**src/rtl/elastic_pipe_reg_pkg.sv**
```systemverilog
// Shared constants and types for the inter-stage elastic pipeline registers.
// Latency: n/a (types, constants and a compile-time helper only).
// Backpressure: n/a.
package elastic_pipe_reg_pkg;

  // Deepest pipe a single elastic register instance may be built with.
  localparam int MAX_PIPE_DEPTH = 4;

  // Default field widths used by the ID->EX and EX->MEM boundaries.
  localparam int DEF_CTRL_WIDTH = 8;
  localparam int DEF_DATA_WIDTH = 128;

  // Bit offsets of the processor's stage control flags inside the ctrl field.
  // EX_CMD is a 2-bit field whose LSB sits at CTRL_EX_CMD.
  typedef enum int unsigned {
    CTRL_MEM_R_EN = 0,
    CTRL_MEM_W_EN = 1,
    CTRL_WB_EN    = 2,
    CTRL_IMM      = 3,
    CTRL_B        = 4,
    CTRL_S        = 5,
    CTRL_EX_CMD   = 6
  } ctrl_bit_e;

  // Structured view of the default-width ctrl field, same layout as the offsets.
  typedef struct packed {
    logic [1:0] ex_cmd;
    logic       s;
    logic       b;
    logic       imm;
    logic       wb_en;
    logic       mem_w_en;
    logic       mem_r_en;
  } stage_ctrl_t;

  // True when a requested slot count can be built.
  function automatic bit depth_legal(input int depth);
    return (depth >= 1) && (depth <= MAX_PIPE_DEPTH);
  endfunction

endpackage

```
**src/rtl/elastic_pipe_reg_pipe_slot.sv**
```systemverilog
// One elastic pipe slot holding valid/ctrl/data for a single entry.
// Latency: 1 cycle from load to the slot outputs.
// Backpressure: holds all fields when load=0; flush empties the slot and zeroes ctrl.
module elastic_pipe_reg_pipe_slot
  import elastic_pipe_reg_pkg::*;
#(
  parameter int CTRL_WIDTH = DEF_CTRL_WIDTH,
  parameter int DATA_WIDTH = DEF_DATA_WIDTH
) (
  input  logic                  clk,
  input  logic                  rst,
  input  logic                  load,
  input  logic                  flush,
  input  logic                  src_vld,
  input  logic [CTRL_WIDTH-1:0] src_ctrl,
  input  logic [DATA_WIDTH-1:0] src_dat,
  output logic                  slot_vld,
  output logic [CTRL_WIDTH-1:0] slot_ctrl,
  output logic [DATA_WIDTH-1:0] slot_dat
);

  logic                  vld_q,  vld_d;
  logic [CTRL_WIDTH-1:0] ctrl_q, ctrl_d;
  logic [DATA_WIDTH-1:0] dat_q,  dat_d;

  // Next-state: flush empties the slot, otherwise load copies the source entry.
  // Payload only moves when a real entry arrives, so bubbles leave it untouched.
  always_comb begin
    vld_d  = vld_q;
    ctrl_d = ctrl_q;
    dat_d  = dat_q;
    if (flush) begin
      vld_d  = 1'b0;
      ctrl_d = '0;
    end else if (load) begin
      vld_d  = src_vld;
      ctrl_d = src_vld ? src_ctrl : '0;
      if (src_vld) begin
        dat_d = src_dat;
      end
    end
  end

  // Slot state registers, cleared asynchronously.
  always_ff @(posedge clk or negedge rst) begin
    if (!rst) begin
      vld_q  <= 1'b0;
      ctrl_q <= '0;
      dat_q  <= '0;
    end else begin
      vld_q  <= vld_d;
      ctrl_q <= ctrl_d;
      dat_q  <= dat_d;
    end
  end

  assign slot_vld  = vld_q;
  assign slot_ctrl = ctrl_q;
  assign slot_dat  = dat_q;

endmodule

```
**src/rtl/elastic_pipe_reg.sv**
```systemverilog
// DEPTH-slot elastic pipeline register with valid/ready on both sides, flush and occupancy.
// Latency: DEPTH cycles from in handshake to out_valid on an empty pipe; 1 entry/cycle throughput.
// Backpressure: combinational ready chain; empty slots always accept so bubbles collapse.
module elastic_pipe_reg
  import elastic_pipe_reg_pkg::*;
#(
  parameter int CTRL_WIDTH = DEF_CTRL_WIDTH,
  parameter int DATA_WIDTH = DEF_DATA_WIDTH,
  parameter int DEPTH      = 1,
  parameter int OCC_WIDTH  = $clog2(DEPTH + 1)
) (
  input  logic                  clk,
  input  logic                  rst,
  input  logic                  flush,
  input  logic                  in_valid,
  output logic                  in_ready,
  input  logic [CTRL_WIDTH-1:0] in_ctrl,
  input  logic [DATA_WIDTH-1:0] in_data,
  output logic                  out_valid,
  input  logic                  out_ready,
  output logic [CTRL_WIDTH-1:0] out_ctrl,
  output logic [DATA_WIDTH-1:0] out_data,
  output logic [OCC_WIDTH-1:0]  occupancy
);

  if (!depth_legal(DEPTH)) begin : g_bad_depth
    $error("elastic_pipe_reg: DEPTH=%0d outside 1..%0d", DEPTH, MAX_PIPE_DEPTH);
  end

  logic [DEPTH-1:0]      slot_vld;
  logic [DEPTH-1:0]      rdy;
  logic                  rdy_chain;
  logic [CTRL_WIDTH-1:0] slot_ctrl [DEPTH];
  logic [DATA_WIDTH-1:0] slot_dat  [DEPTH];
  logic [OCC_WIDTH-1:0]  occ_cnt;

  // Ready ripples back from the output: a slot can load if it is empty or its successor moves.
  always_comb begin
    rdy       = '0;
    rdy_chain = out_ready;
    for (int i = DEPTH - 1; i >= 0; i--) begin
      rdy_chain = !slot_vld[i] | rdy_chain;
      rdy[i]    = rdy_chain;
    end
  end

  // Slot 0 is fed from the input port, every later slot from its predecessor.
  for (genvar i = 0; i < DEPTH; i++) begin : g_slot
    logic                  src_vld;
    logic [CTRL_WIDTH-1:0] src_ctrl;
    logic [DATA_WIDTH-1:0] src_dat;

    if (i == 0) begin : g_head
      assign src_vld  = in_valid;
      assign src_ctrl = in_ctrl;
      assign src_dat  = in_data;
    end else begin : g_link
      assign src_vld  = slot_vld[i-1];
      assign src_ctrl = slot_ctrl[i-1];
      assign src_dat  = slot_dat[i-1];
    end

    elastic_pipe_reg_pipe_slot #(
      .CTRL_WIDTH (CTRL_WIDTH),
      .DATA_WIDTH (DATA_WIDTH)
    ) u_slot (
      .clk       (clk),
      .rst       (rst),
      .load      (rdy[i]),
      .flush     (flush),
      .src_vld   (src_vld),
      .src_ctrl  (src_ctrl),
      .src_dat   (src_dat),
      .slot_vld  (slot_vld[i]),
      .slot_ctrl (slot_ctrl[i]),
      .slot_dat  (slot_dat[i])
    );
  end

  // Occupancy is the population count of the registered valid bits.
  always_comb begin
    occ_cnt = '0;
    for (int i = 0; i < DEPTH; i++) begin
      occ_cnt = occ_cnt + OCC_WIDTH'(slot_vld[i]);
    end
  end

  // A flush swallows the incoming entry, so the input is always ready during it,
  // and the output is masked so nothing leaves in the flush cycle.
  assign in_ready  = rdy[0] | flush;
  assign out_valid = slot_vld[DEPTH-1] & ~flush;
  assign out_ctrl  = slot_ctrl[DEPTH-1];
  assign out_data  = slot_dat[DEPTH-1];
  assign occupancy = occ_cnt;

endmodule

```
**config.mk**
```make
export PLATFORM = sky130hd
export DESIGN_NAME = elastic_pipe_reg
export DESIGN_NICKNAME = d
export VERILOG_FILES = /design/src/rtl/elastic_pipe_reg_pkg.sv /design/src/rtl/elastic_pipe_reg_pipe_slot.sv /design/src/rtl/elastic_pipe_reg.sv
export SDC_FILE = /design/constraint.sdc
export NUM_CORES = 1
export LEC_CHECK = 0
export CORE_MARGIN = 3
export CORE_UTILIZATION = 35
export CTS_BUF_LIST = sky130_fd_sc_hd__clkbuf_16
export DETAILED_ROUTE_END_ITERATION = 8
export PLACE_DENSITY = 0.74
export SETUP_SLACK_MARGIN = 0.2
export SLEW_MARGIN = 0
export SYNTH_ARGS = -nofsm -noshare
export SYNTH_HDL_FRONTEND = slang
export SYNTH_SLANG_ARGS = --single-unit
```
**constraint.sdc**
```tcl
create_clock -name clk -period 2 [get_ports clk]
set_input_delay 0.2 -clock clk [delete_from_list [all_inputs] [get_ports clk]]
set_output_delay 0.2 -clock clk [all_outputs]
set_load 0.02 [all_outputs]
```
==> impl_metrics.tcl, run 1 <==
set metrics [dict create \
    postSynthCellCount 314 \
    maxCapViolCount 0 \
    rsz0062_at_grt "true" \
    avgSynthCellArea_um2 16.6 \
    nets 751 \
    power.internal_mw 6.69 \
    place_congestion 0.809 \
    holdWs_ns 0.302 \
    clk_pin_slew_ns 0.06 \
    ant_nets 0 \
    syn-num-nets 455 \
    syn_area_um2 5230 \
    yosys_warnings 0 \
    fillers 1083 \
    rows 44 \
    fmax_mhz 574 \
    area_growth_pct 69.8 \
    r2r_start "g_slot[0].u_slot.slot_vld" \
    max-clock-path-buffers 2 \
    report.final.slew_viol_count 0 \
    coreArea_um2 14600 \
    htreeDepth 4 \
    track_usage_pct 17.5 \
    cts_buffers 17 \
    cp-start-kind "register" \
    hpwl_um 10800 \
    clkPwrFrac_pct 35.2 \
    worst_slew_pin_slew_ns 0.450 \
    fin_setup_tns_ns 0 \
    setup_viol 0 \
    r2r_setup_slack_ns 0.32 \
    cpMaxStageDelayCell "dfrtp_1" \
    status "finished clean" \
    portBuffers 279 \
    grt_pass1_vias 4108 \
    post_cts_buffers 0 \
    hp-class "primary input to async pin" \
    drc 0 \
    skew_ns 0.00349 \
    drive_gt1_share_pct 28.3 \
    io-pin-count 280 \
    p_sw_share_pct 27.1 \
    worstSetupPathType "register to primary output" \
    leakagePower_nw 3.66 \
    ys_types 13 \
    routedWlPerCell_um 17.5 \
    grt_pass1_wl_um 22100 \
    crit_chain "nor2b_4 > buf_6 > nand2b_1 > dlygate4sd2_1" \
    insertion_delay_ns 0.41 \
    mostFrequentLayoutCells "276 x clkdlybuf4s50_1, 137 x dfrtp_1, 128 x mux2_2" \
    cp_top_family "buffers and inverters" \
    clkSinkCount 137 \
    num_vias 3718 \
    yosysTopAreaCell "dfrtp_1" \
    p_switching_mw 2.49 \
    n_antenna_cell 0 \
    dr.pass1.iters 4 \
    dieArea_um2 16400 \
    maxSlewHeadroom_pct 70.0 \
    crit_required_ns 1.80 \
    start_util_pct 35.8 \
    comb_power_share_pct 27.0 \
    critPathBufInv 2 \
    fin_crit_sh_pct 87.1 \
    finalHoldViolCount 0 \
    cpPeakStageDelay_ns 0.40 \
    cp-startpoint "g_slot[0].u_slot.slot_vld" \
    ys_ff_latch 137 \
    ir_drop_mv 0.485 \
    fin_crit_ns 1.74 \
    synthDominantCellAreaShare_pct 65.6 \
    ys_seq_area_share_pct 65.6 \
    drt_iter0_markers 108 \
    die-height_um 128 \
    arrival_ns 1.54 \
    power_frac_seq_pct 37.7 \
    final_common_cell "clkdlybuf4s50_1" \
    crit_path_end_kind "primary output" \
    cts_root_buffer "clkbuf_16" \
    cp_max_fo 10 \
    synthTopCellsByArea "dfrtp_1 66%, mux2_2 28%, buf_6 2.6%" \
    die_w_um 128 \
    overflow 0 \
    p_per_area_nw_per_um2 1030 \
    totalWireLength_um 14100 \
    antenna_found_initial 0 \
    grt_max_degree 70 \
    cts_tree "done" \
    avgViaCountPerCell 4.61 \
]
## area by class of cell
cell class              instances  area, um^2  share of cell area [%]
flip-flops and latches        137        3430                    38.6
repair buffers                295        3000                    33.8
multi-input cells             159        1610                    18.1
clock buffers                  17         425                    4.79
well taps                     184         230                    2.59
clock inverters                15         185                    2.09
## through the flow
| step | cells | power (mW) | setup WS [ns] | utilization (%) | instance area, um^2 |
|---|---|---|---|---|---|
| 2_1_floorplan | 314 | 4.58 | 0.392 | - | 5230 |
| 3_3_place_gp | 774 | 5.95 | 0.119 | 56.6 | 8250 |
| 3_5_place_dp | 774 | 6.02 | 0.0783 | 56.6 | 8250 |
| 4_1_cts | 807 | 9.31 | 0.206 | 60.8 | 8870 |
| 5_1_grt | 807 | 9.58 | 0.169 | 60.8 | 8880 |
| 6_report | 807 | 9.17 | 0.259 | 60.8 | 8880 |
## power by group through the flow
stage / Clock, mW / Combinational [mW] / Sequential, mW
6_report: 3.23 / 2.48 / 3.46
5_1_grt: 3.45 / 2.61 / 3.52
4_1_cts: 3.32 / 2.52 / 3.47
3_5_place_dp: 0 / 2.51 / 3.51
3_3_place_gp: 0 / 2.46 / 3.49
2_1_floorplan: 0 / 0.526 / 4.06
## kinds of logic after synthesis
kind of cell           share of synthesized area [%]
AO/OA/AOI/OAI                                  0.766
buffers and inverters                           3.59
flip-flops                                      65.6
multiplexers                                    27.6
AND/OR/NAND/NOR                                 2.47
## worst paths after layout
kind                                                       end  cells past startpoint
worst min-delay path             g_slot[0].u_slot.slot_dat[24]                      2
min in group clk                 g_slot[0].u_slot.slot_ctrl[0]                      3
worst min register to register  g_slot[0].u_slot.slot_dat[114]                      1
worst max-delay path                                  in_ready                      4
max in group asynchronous        g_slot[0].u_slot.slot_dat[51]                      3
worst max register to register   g_slot[0].u_slot.slot_dat[65]                      5
## state kept, by name, indices dropped and copies added (netlist names)
register                 count
g_slot.u_slot.slot_ctrl      8
g_slot.u_slot.slot_dat     128
g_slot.u_slot.slot_vld       1
## synthesized netlist by cell type
cell and instances:
a21oi_1 8, buf_6 12, clkbuf_1 3, clkbuf_8 3
dfrtp_1 137, mux2_2 128, nand2_1 8, nand2b_1 2
nand3_1 8, nor2_1 2, nor2b_1 1, nor2b_4 1
nor3b_4 1
## routing by layer
layer  track usage, %  up-vias  wire [um]
met3             7.79       26       1470
met5                0        -          0
met1             19.6     1815       5210
met4             6.80        0        293
li1                 -     1699          -
met2             29.1      178       7180
## repair_timing
action | 4_1_cts | 5_1_grt
hold endpoints to repair | 44 | 0
pin swaps | 0 | 0
cloned | 0 | 0
hold buffers | 1 | 0
setup endpoints to repair | 1 | 2
gates resized for setup | 1 | 2
(Power assumes the default switching activity.)
==> run 2: changes to the inputs <==
- clock period: 2 -> 1.8 ns (I/O delays scaled with it)
==> impl_metrics.tcl, run 2 (synthesis gave the netlist of run 1 again) <==
set metrics [dict create \
    start_util_pct 35.8 \
    routedWlPerCell_um 19.2 \
    cts_root_buffer "clkbuf_16" \
    maxSlewHeadroom_pct 67.4 \
    fin_crit_ns 1.68 \
    crit_chain "nor2b_4 > nor3b_4 > buf_6 > buf_12 > clkbuf_16 > mux2_2" \
    fillers 999 \
    crit_required_ns 2.09 \
    fin_crit_sh_pct 93.2 \
    place_congestion 0.771 \
    hp-class "primary input to async pin" \
    drt_iter0_markers 124 \
    area_growth_pct 84.4 \
    crit_path_end_kind "register" \
    final_common_cell "clkdlybuf4s50_1" \
    insertion_delay_ns 0.41 \
    hpwl_um 10800 \
    grt_pass1_vias 4203 \
    rows 44 \
    arrival_ns 1.97 \
    mostFrequentLayoutCells "214 x clkdlybuf4s50_1, 136 x dfrtp_1, 65 x mux2_4" \
    die_w_um 128 \
    dr.pass1.iters 4 \
    r2r_start "g_slot[0].u_slot.slot_vld" \
    grt-busiest-layer "met2" \
    htreeDepth 4 \
    grt_max_degree 51 \
    clk_pin_slew_ns 0.06 \
    overflow 0 \
    worst_slew_pin_slew_ns 0.488 \
    cp_top_family "buffers and inverters" \
    coreArea_um2 14600 \
    die-height_um 128 \
    skew_ns 0.00474 \
    cp_max_fo 6 \
    grtUsageMet2_pct 31.4 \
    met1_usage_pct 19.3 \
    ant_nets 0 \
    clkSinkCount 137 \
    fmax_mhz 596 \
    leakagePower_nw 4.67 \
    maxCapViolCount 0 \
    max-clock-path-buffers 2 \
    reg2reg_depth 6 \
    critPathBufInv 3 \
    cts_tree "done" \
    fin_util_pct 66.1 \
    nets 774 \
    avgViaCountPerCell 4.71 \
    n_antenna_cell 0 \
    grtUsageMet3_pct 6.67 \
    rsz0062_at_grt "true" \
    cpMaxStageDelayCell "dfrtp_2" \
    p_per_area_nw_per_um2 1070 \
    reg2reg_to "g_slot[0].u_slot.slot_dat[56]" \
    drive_gt1_share_pct 30.8 \
    setup_viol 0 \
    portBuffers 279 \
    r2r_setup_slack_ns 0.12 \
    dieArea_um2 16400 \
    worstSetupPathType "register to register" \
    num_vias 3911 \
    drc 0 \
    ir_drop_mv 0.557 \
    dpl_worst_slack_ns -0.0816 \
    totalWireLength_um 16000 \
    status "finished clean" \
    worst_slack_ns 0.122 \
    antenna_found_initial 0 \
    finalHoldViolCount 0 \
    io-pin-count 280 \
    cp-start-kind "register" \
    grt_pass1_wl_um 22600 \
    report.final.slew_viol_count 0 \
    cts_buffers 17 \
    track_usage_pct 17.8 \
    cpPeakStageDelay_ns 0.40 \
    largest_register_ffs 128 \
    path_depth 6 \
]
## run 2: changes by cell type in the layout (fill, tap and decap cells not counted), sizes merged
cell,before,now
dlygate4sd2,1,5
clkinv,7,9
clkdlybuf4s15,0,1
bufbuf,0,1
buf,16,34
bufinv,4,3
clkbuf,17,22
clkinvlp,2,1
clkdlybuf4s50,276,214
dlymetal6s2s,1,57
## run 2: how the worst max path moves through the flow
| stage | start | end | slack, ns |
|---|---|---|---|
| after floorplan | g_slot[0].u_slot.slot_vld | g_slot[0].u_slot.slot_dat[16] | 0.22 |
| after global placement | out_ready | g_slot[0].u_slot.slot_dat[102] | -0.03 |
| after detailed placement | out_ready | g_slot[0].u_slot.slot_dat[40] | -0.08 |
| after CTS | g_slot[0].u_slot.slot_vld | in_ready | 0.07 |
| after global routing | g_slot[0].u_slot.slot_vld | g_slot[0].u_slot.slot_dat[56] | 0.07 |
| final | g_slot[0].u_slot.slot_vld | g_slot[0].u_slot.slot_dat[56] | 0.12 |
## run 2: where the power goes
| part | internal [mW] | switching [mW] | total, mW |
|---|---|---|---|
| sequential | 3.59 | 0.273 | 3.86 |
| clock | 2.15 | 1.29 | 3.44 |
| combinational | 1.74 | 1.29 | 3.03 |
## run 2: worst register-to-register path: stages (launching register included)
cell and delay (ns):
dfrtp_2 0.40, nor2b_4 0.14, nor3b_4 0.21, buf_6 0.18, buf_12 0.14, clkbuf_16 0.16
mux2_2 0.33
## run 2: cell type report
type | instances | area [um^2] | share of cell area (%)
clock inverters | 15 | 159 | 1.65
repair buffers | 318 | 3540 | 36.7
well taps | 184 | 230 | 2.39
clock buffers | 17 | 425 | 4.41
flip-flops and latches | 137 | 3430 | 35.6
multi-input cells | 159 | 1850 | 19.2
## run 2: what timing repair did
item                                   4_1_cts  5_1_grt
endpoints found under the hold margin       47        0
setup endpoints to repair                  110      185
cloned                                       5        4
pin swaps                                    1        1
gates resized for setup                     23      121
setup buffers                                8        2
hold buffers                                 1        0
## run 2: routing by layer
layer / part of all wire, % / vias up
met5: 0 / -
met2: 53 / 181
met3: 7.8 / 26
met1: 37 / 1962
li1: - / 1742
met4: 1.9 / 0
## run 2: metrics by stage
| step | hold slack [ns] | total power, mW | setup TNS (ns) | cell area [um^2] | instances |
|---|---|---|---|---|---|
| final | 0.291 | 10.3 | 0 | 9640 | 830 |
| after CTS | 0.300 | 10.3 | 0 | 9150 | 824 |
| after detailed placement | 0.164 | 6.69 | -5.50 | 8270 | 778 |
| after floorplan | -0.116 | 5.09 | 0 | 5230 | 314 |
| after global routing | 0.316 | 10.7 | 0 | 9640 | 830 |
| after global placement | 0.157 | 6.61 | -2.83 | 8270 | 778 |
==> run 3: changes to the inputs <==
- CORE_ASPECT_RATIO: not set -> 0.5
- clock period: 1.8 -> 2.1 ns (I/O delays scaled with it)
==> impl_metrics.tcl, run 3 (synthesis gave the netlist of run 1 again) <==
set metrics [dict create \
    status "finished clean" \
    drt_iter0_markers 128 \
    grt_pass1_vias 4096 \
    maxCapViolCount 0 \
    avgViaCountPerCell 4.57 \
    dieArea_um2 16500 \
    place_congestion 0.763 \
    drt-met1-wl_um 5480 \
    crit_top_cell "buf_4" \
    report.final.slew_viol_count 0 \
    maxSlewHeadroom_pct 74.4 \
    drc 0 \
    crit_chain "nor2b_4 > buf_4 > nor3b_4 > buf_4 > buf_12 > mux2_2" \
    insertion_delay_ns 0.40 \
    fin_util_pct 63.0 \
    nets 752 \
    final_common_cell "clkdlybuf4s50_1" \
    rsz0062_at_grt "false" \
    grt_pass1_wl_um 22800 \
    largest_register_ffs 128 \
    arrival_ns 2.09 \
    num_vias 3723 \
    cpPeakStageDelay_ns 0.40 \
    skew_ns 0.0128 \
    worst_slew_pin_slew_ns 0.384 \
    clk_pin_slew_ns 0.06 \
    die-height_um 92.4 \
    crit_required_ns 2.38 \
    ir_drop_mv 0.507 \
    area_growth_pct 69.6 \
    top_layer "met4" \
    antenna_found_initial 0 \
    cp-start-kind "register" \
    start_util_pct 37.1 \
    cts_root_buffer "clkbuf_16" \
    fin_crit_sh_pct 86.2 \
    htreeDepth 4 \
    fmax_mhz 552 \
    mostFrequentLayoutCells "277 x clkdlybuf4s50_1, 137 x dfrtp_1, 128 x mux2_2" \
    worst_slack_ns 0.289 \
    n_antenna_cell 0 \
    finalHoldViolCount 0 \
    hp-class "primary input to async pin" \
    fillers 1106 \
    cp-startpoint "g_slot[0].u_slot.slot_vld" \
    overflow 0 \
    max-clock-path-buffers 2 \
    rows 30 \
    routedWlPerCell_um 18.1 \
    fin_crit_ns 1.81 \
    grt_max_degree 47 \
    totalWireLength_um 14700 \
    hpwl_um 11200 \
    fin_setup_tns_ns 0 \
    portBuffers 279 \
    cts_buffers 17 \
    dpl-instance-area_um2 8250 \
    crit_path_end_kind "register" \
    die_w_um 179 \
    coreArea_um2 14100 \
    dpl_worst_slack_ns 0.142 \
    setup_viol 0 \
    route.met3.wl_um 479 \
    p_per_area_nw_per_um2 974 \
    cp_top_family "buffers and inverters" \
    ant_nets 0 \
    clkSinkCount 137 \
    dr.pass1.iters 4 \
    critPathBufInv 3 \
    r2r_start "g_slot[0].u_slot.slot_vld" \
    worstSetupPathType "register to register" \
    io-pin-count 280 \
    leakagePower_nw 3.64 \
    cp_max_fo 26 \
    cpMaxStageDelayCell "dfrtp_1" \
    track_usage_pct 18.1 \
    cts_tree "done" \
    met2WireLength_um 8530 \
    total_power_mw 8.63 \
    fin_area_um2 8860 \
    drive_gt1_share_pct 28.3 \
]
[run 3: cell type report]
class	instances	area (um^2)	area share, %
Multi-Input combinational cell	159	1610	18.2
Clock inverter	14	159	1.79
Timing Repair Buffer	296	3000	33.9
Sequential cell	137	3430	38.7
Tap cell	192	240	2.71
Clock buffer	17	425	4.80
[run 3: worst paths after layout]
path                                                        to  slack, ns  depth (start not counted)
worst max-delay path             g_slot[0].u_slot.slot_dat[89]       0.29                          6
worst min-delay path             g_slot[0].u_slot.slot_dat[48]       0.28                          2
worst max register to register   g_slot[0].u_slot.slot_dat[89]       0.29                          6
worst min register to register  g_slot[0].u_slot.slot_dat[102]       0.50                          1
max in group asynchronous        g_slot[0].u_slot.slot_dat[24]       1.15                          3
min in group clk                 g_slot[0].u_slot.slot_ctrl[5]       0.39                          3
[run 3: repair_timing]
action                                 in CTS  in global routing
hold buffers                                1                  0
gates resized for setup                     0                  1
setup endpoints to repair                   1                  1
setup buffers                               2                  0
endpoints found under the hold margin      35                  0
[run 3: report_power, final]
| group | switching [mW] | total (mW) | leakage (nW) | internal, mW |
|---|---|---|---|---|
| registers | 0.212 | 3.28 | 1.63 | 3.07 |
| logic | 1.05 | 2.38 | 1.72 | 1.33 |
| clock network | 1.12 | 2.97 | 0.287 | 1.85 |
| total | 2.39 | 8.63 | 3.64 | 6.25 |
[run 3: metal layers]
metal	vias to the layer above	GRT usage, %
li1	1705	-
met1	1913	19.9
met2	86	34.4
met3	19	4.34
met4	0	5.44
met5	-	0
[run 3: per-stage QoR]
stage          hold WS [ns]  std cells
2_1_floorplan       -0.0856        314
3_3_place_gp          0.142        781
3_5_place_dp          0.145        781
4_1_cts               0.285        815
5_1_grt               0.307        815
6_report              0.278        815
